==> src/rtl/dmem_copy_pkg.sv <==
// dmem_copy_pkg: shared types and constants for the dmem_copy block-copy engine.
//   copy_state_t : FSM state encoding {IDLE, READ, WRITE, DONE}
//   WORD_BYTES   : byte stride between consecutive 32-bit words
package dmem_copy_pkg;

  typedef enum logic [1:0] {
    IDLE  = 2'd0,
    READ  = 2'd1,
    WRITE = 2'd2,
    DONE  = 2'd3
  } copy_state_t;

  localparam int unsigned WORD_BYTES = 4;

endpackage

==> src/rtl/dmem_copy.sv <==
// dmem_copy: block-copy engine acting as initiator on the data-memory port.
// Copies len consecutive words from srcAddr to dstAddr (both word-aligned
// by dropping bits [1:0]), two cycles per word (READ then WRITE), then
// pulses done for one cycle.
//
// Ports:
//   clk, rst            rising-edge clock, synchronous active-high reset
//   start               one-cycle request, only honoured in IDLE
//   srcAddr, dstAddr    source / destination byte addresses (n bits)
//   len                 word count (r bits), 0 goes straight to DONE
//   busy, done          busy in every non-IDLE state, done pulse in DONE
//   memWrite, addr,
//   writeData           dmem request outputs
//   readData            dmem read data, combinational from addr
//   checksum            (only with `DMEM_COPY_CHECKSUM_EN) sum of words written
//
// Optional feature macro: DMEM_COPY_CHECKSUM_EN
module dmem_copy
  import dmem_copy_pkg::*;
#(
  parameter int n = 32,
  parameter int r = 7
) (
  input  logic         clk,
  input  logic         rst,
  input  logic         start,
  input  logic [n-1:0] srcAddr,
  input  logic [n-1:0] dstAddr,
  input  logic [r-1:0] len,
  output logic         busy,
  output logic         done,
  output logic         memWrite,
  output logic [n-1:0] addr,
  output logic [n-1:0] writeData,
  input  logic [n-1:0] readData
`ifdef DMEM_COPY_CHECKSUM_EN
  ,
  output logic [n-1:0] checksum
`endif
);

  localparam logic [n-1:0] STRIDE     = n'(WORD_BYTES);
  localparam logic [n-1:0] ALIGN_MASK = ~n'(WORD_BYTES - 1);

  copy_state_t state, state_next;

  logic [n-1:0] srcPtr;
  logic [n-1:0] dstPtr;
  logic [r-1:0] remaining;
  logic [n-1:0] wordBuf;

  // State register
  always_ff @(posedge clk) begin
    if (rst) state <= IDLE;
    else     state <= state_next;
  end

  // Next-state logic
  always_comb begin
    state_next = state;
    unique case (state)
      IDLE:  if (start) state_next = (len != '0) ? READ : DONE;
      READ:  state_next = WRITE;
      WRITE: state_next = (remaining != r'(1)) ? READ : DONE;
      DONE:  state_next = IDLE;
      default: state_next = IDLE;
    endcase
  end

  // Output logic; memWrite is gated by rst so a reset in WRITE suppresses the store
  always_comb begin
    busy      = (state != IDLE);
    done      = (state == DONE);
    memWrite  = (state == WRITE) && !rst;
    addr      = '0;
    writeData = '0;
    unique case (state)
      READ:  addr = srcPtr;
      WRITE: begin
        addr      = dstPtr;
        writeData = wordBuf;
      end
      default: ;
    endcase
  end

  // Datapath: pointers, word counter, word buffer
  always_ff @(posedge clk) begin
    if (rst) begin
      srcPtr    <= '0;
      dstPtr    <= '0;
      remaining <= '0;
      wordBuf   <= '0;
    end else begin
      unique case (state)
        IDLE: if (start) begin
          srcPtr    <= srcAddr & ALIGN_MASK;
          dstPtr    <= dstAddr & ALIGN_MASK;
          remaining <= len;
        end
        READ: begin
          wordBuf <= readData;
          srcPtr  <= srcPtr + STRIDE;
        end
        WRITE: begin
          dstPtr    <= dstPtr + STRIDE;
          remaining <= remaining - r'(1);
        end
        default: ;
      endcase
    end
  end

`ifdef DMEM_COPY_CHECKSUM_EN
  // Cleared on an accepted start, accumulates each word as it is written
  always_ff @(posedge clk) begin
    if (rst) begin
      checksum <= '0;
    end else if (state == IDLE && start) begin
      checksum <= '0;
    end else if (state == WRITE) begin
      checksum <= checksum + wordBuf;
    end
  end
`endif

endmodule

==> config.mk <==
export PLATFORM = sky130hd
export DESIGN_NAME = dmem_copy
export DESIGN_NICKNAME = d
export VERILOG_FILES = /design/src/rtl/dmem_copy_pkg.sv /design/src/rtl/dmem_copy.sv
export SDC_FILE = /design/constraint.sdc
export NUM_CORES = 1
export LEC_CHECK = 0
export ABC_AREA = 0
export ABC_CLOCK_PERIOD_IN_PS = 4200
export BUFFER_PORTS_ARGS = -buffer_cell sky130_fd_sc_hd__buf_2
export CORE_UTILIZATION = 40
export DETAILED_ROUTE_END_ITERATION = 12
export GPL_TIMING_DRIVEN = 0
export PLACE_DENSITY = 0.61
export SLEW_MARGIN = 20
export SYNTH_ARGS = -nofsm -noshare
export SYNTH_HDL_FRONTEND = slang
export SYNTH_SLANG_ARGS = --single-unit
==> constraint.sdc <==
create_clock -name clk -period 4.2 [get_ports clk]
set_input_delay 0.84 -clock clk [delete_from_list [all_inputs] [get_ports clk]]
set_output_delay 0.84 -clock clk [all_outputs]
set_load 0.1 [all_outputs]
==> impl_metrics.yaml <==
layout:
  final_common_cell: "buf_2"
  mostFrequentLayoutCells: "buf_2, dfxtp_1, nor2_1, a21oi_1, nand2_1"
  fin_area_um2: 7650
  area_delta_synth_final_pct: 22.0
  fin_util_pct: 50.1
  n_antenna_cell: 0
  drive_gt1_share_pct: 22.6
  fin_nets: 1095
clock_network:
  cts_setup_buffers: 0
  cts-hold-fix-buffers: 0
  clkTransAtPathRegs_ns: 0.07
  clk_latency_ns: 0.36
  cts_tree: "done"
  htreeDepth: 3
  cts-root-buf: "clkbuf_16"
  clkSinkCount: 101
  numCtsBuffers: 9
  ctsResizeCount: 0
  clockBufferDepth: 2
logic_synthesis:
  synth-seq-area-share_pct: 32.3
  post_synth_fa_ha_maj_area_fraction_pct: 1.80
  synth_xor_area_share_pct: 0
  synth_top_family_by_area: "simple AND/OR/NAND/NOR gates"
  synth_cell_types: 59
  ys_seq_elements: 101
  async_flop_share_pct: 0
  synth_cells: 802
  avgSynthCellArea_um2: 7.81
  synth_compound_area_share_pct: 24.5
  synthSimpleGateAreaFrac_pct: 27.3
  synth_ff_type: "dfxtp_1"
  synth_edf_count: 0
  synthMuxAreaShare_pct: 8.09
  ys_warn_count: 0
  synth_area_um2: 6270
critical_path:
  endpoint_kind: "primary output"
  worstReg2RegEnd: "dstPtr[5]"
  reg2reg_from: "state[1]"
  worstPathArrival_ns: 3.18
  path_max_fanout: 10
  critPathRequiredTime_ns: 3.36
  r2r_slack_ns: 1.44
  rr_worst_depth: 8
  worstSetupPathType: "flip-flop to primary output"
  start_kind: "flip-flop"
sta:
  rsz0062_at_grt: "no"
  finClkSkew_ns: 0.0138
  final-hold-violation-count: 0
  finalSetupTns_ns: 0
  drv_slew: 0
  period_share_pct: 95.8
  whs_ns: 0.488
  max_clock_freq_mhz: 249
  worst_pin_slew_ns: 0.719
  slew_headroom_pct: 50.7
  finalCriticalPeriod_ns: 4.02
  setup-violations-final: 0
place:
  io_buffer_count: 166
  dpl.hpwl_um: 17400
  place_area_um2: 7370
  gp_congestion: 0.962
global_route:
  grt-ovfl-total: 0
  grt_pass1_vias: 6287
  grt_max_degree: 19
  antenna_found_initial: 0
  grt_pass1_wl_um: 35500
  track_usage_pct: 28.6
floorplanning:
  die_height_um: 127
  ios: 173
  die_x_um: 127
  core.rowCount: 45
  die_area_um2: 16200
  initial_core_util_pct: 41.1
  core-area_um2: 15300
detailed_routing:
  post_drt_wl_per_cell_um: 19.6
  viasPerCell: 5.90
  drt_iter0_drc: 769
  drtPass1Iterations: 5
  drt_wl_total_um: 23400
  drc: 0
  vias: 7051
  ant_nets: 0
status:
  outcome: "complete, no violations"
hold_path:
  hold_depth: 2
  hold_path_startpoint: "wordBuf[12]"
  min_path_type: "flip-flop to flip-flop"
  whs_endpoint: "wordBuf[12]"
run:
  drv_cap: 0
pwr:
  ir_drop_mv: 0.221
  leakage_nw: 3.06
  cellPowerDensity_nw_per_um2: 463
## power by group
group	switching [mW]	internal (mW)	leakage (nW)
Sequential	0.185	1.12	0.831
Clock	0.418	0.410	0.138
Combinational	0.952	0.458	2.09
Total	1.55	1.99	3.06
## registers in the layout, summed over array words and instances (netlist names)
name and count:
dstPtr 30, remaining 7, srcPtr 30, state 2, wordBuf 32
## layer usage
layer  GRT usage [%]  wire length (um)
met5               0                 0
met1            38.4             10200
met4            10.4               601
met2            45.3             10400
met3            6.16              2220
## worst max-delay path, stage by stage (launching register included)
cell      delay [ns]
dfxtp_1         0.33
inv_1           0.12
ha_1            0.28
clkbuf_1        0.36
clkbuf_1        0.54
clkbuf_1        0.55
and2_1          0.22
buf_2           0.42
## layout make-up
class | count | area, um^2
buffer | 74 | 310
multi-input combinational | 610 | 3870
clock buffer | 9 | 225
inverter | 18 | 67.6
fill | 1582 | 7610
tap | 211 | 264
clock inverter | 7 | 55.1
timing repair buffer | 166 | 831
sequential | 101 | 2020
## cells by family after synthesis
kind of cell	count (synthesis)
muxes	50
DFF	101
AOI/OAI and AO/OA	231
other	1
adders and majority gates	9
buffers and inverters	92
and+or+nand+nor	318
## cell usage after synthesis, drive strengths merged (13+ instances only)
library cell	instances	area [um^2]
o21ai	33	165
a311oi	17	149
clkbuf	44	169
inv	18	67.6
a21oi	62	314
mux2i	45	450
nand4	23	175
nor2	67	251
dfxtp	101	2020
nor3	22	110
o22ai	18	113
nand2	54	203
nand3	29	145
and2	33	206
buf	30	141
a22oi	30	225
and3	15	95.1
nor2b	33	206
a211oi	13	97.6
## through the flow
stage	setup WS, ns	total power, mW	cells
CTS	0.230	3.52	1196
detailed placement	0.631	2.70	1180
global placement	0.615	2.69	1180
floorplan	0.496	2.28	803
global route	0.0835	3.70	1196
finish	0.176	3.54	1196
## worst max-delay path by stage
stage	start	endpoint	slack [ns]	depth (start not counted)
6_report	state[0]	writeData[0]	0.18	7
5_1_grt	state[0]	writeData[0]	0.08	7
4_1_cts	state[0]	writeData[0]	0.23	7
3_5_place_dp	state[0]	writeData[0]	0.63	7
3_3_place_gp	state[0]	writeData[31]	0.61	7
2_1_floorplan	state[1]	addr[16]	0.50	7
Note: power is estimated with default switching activity, not from simulation.
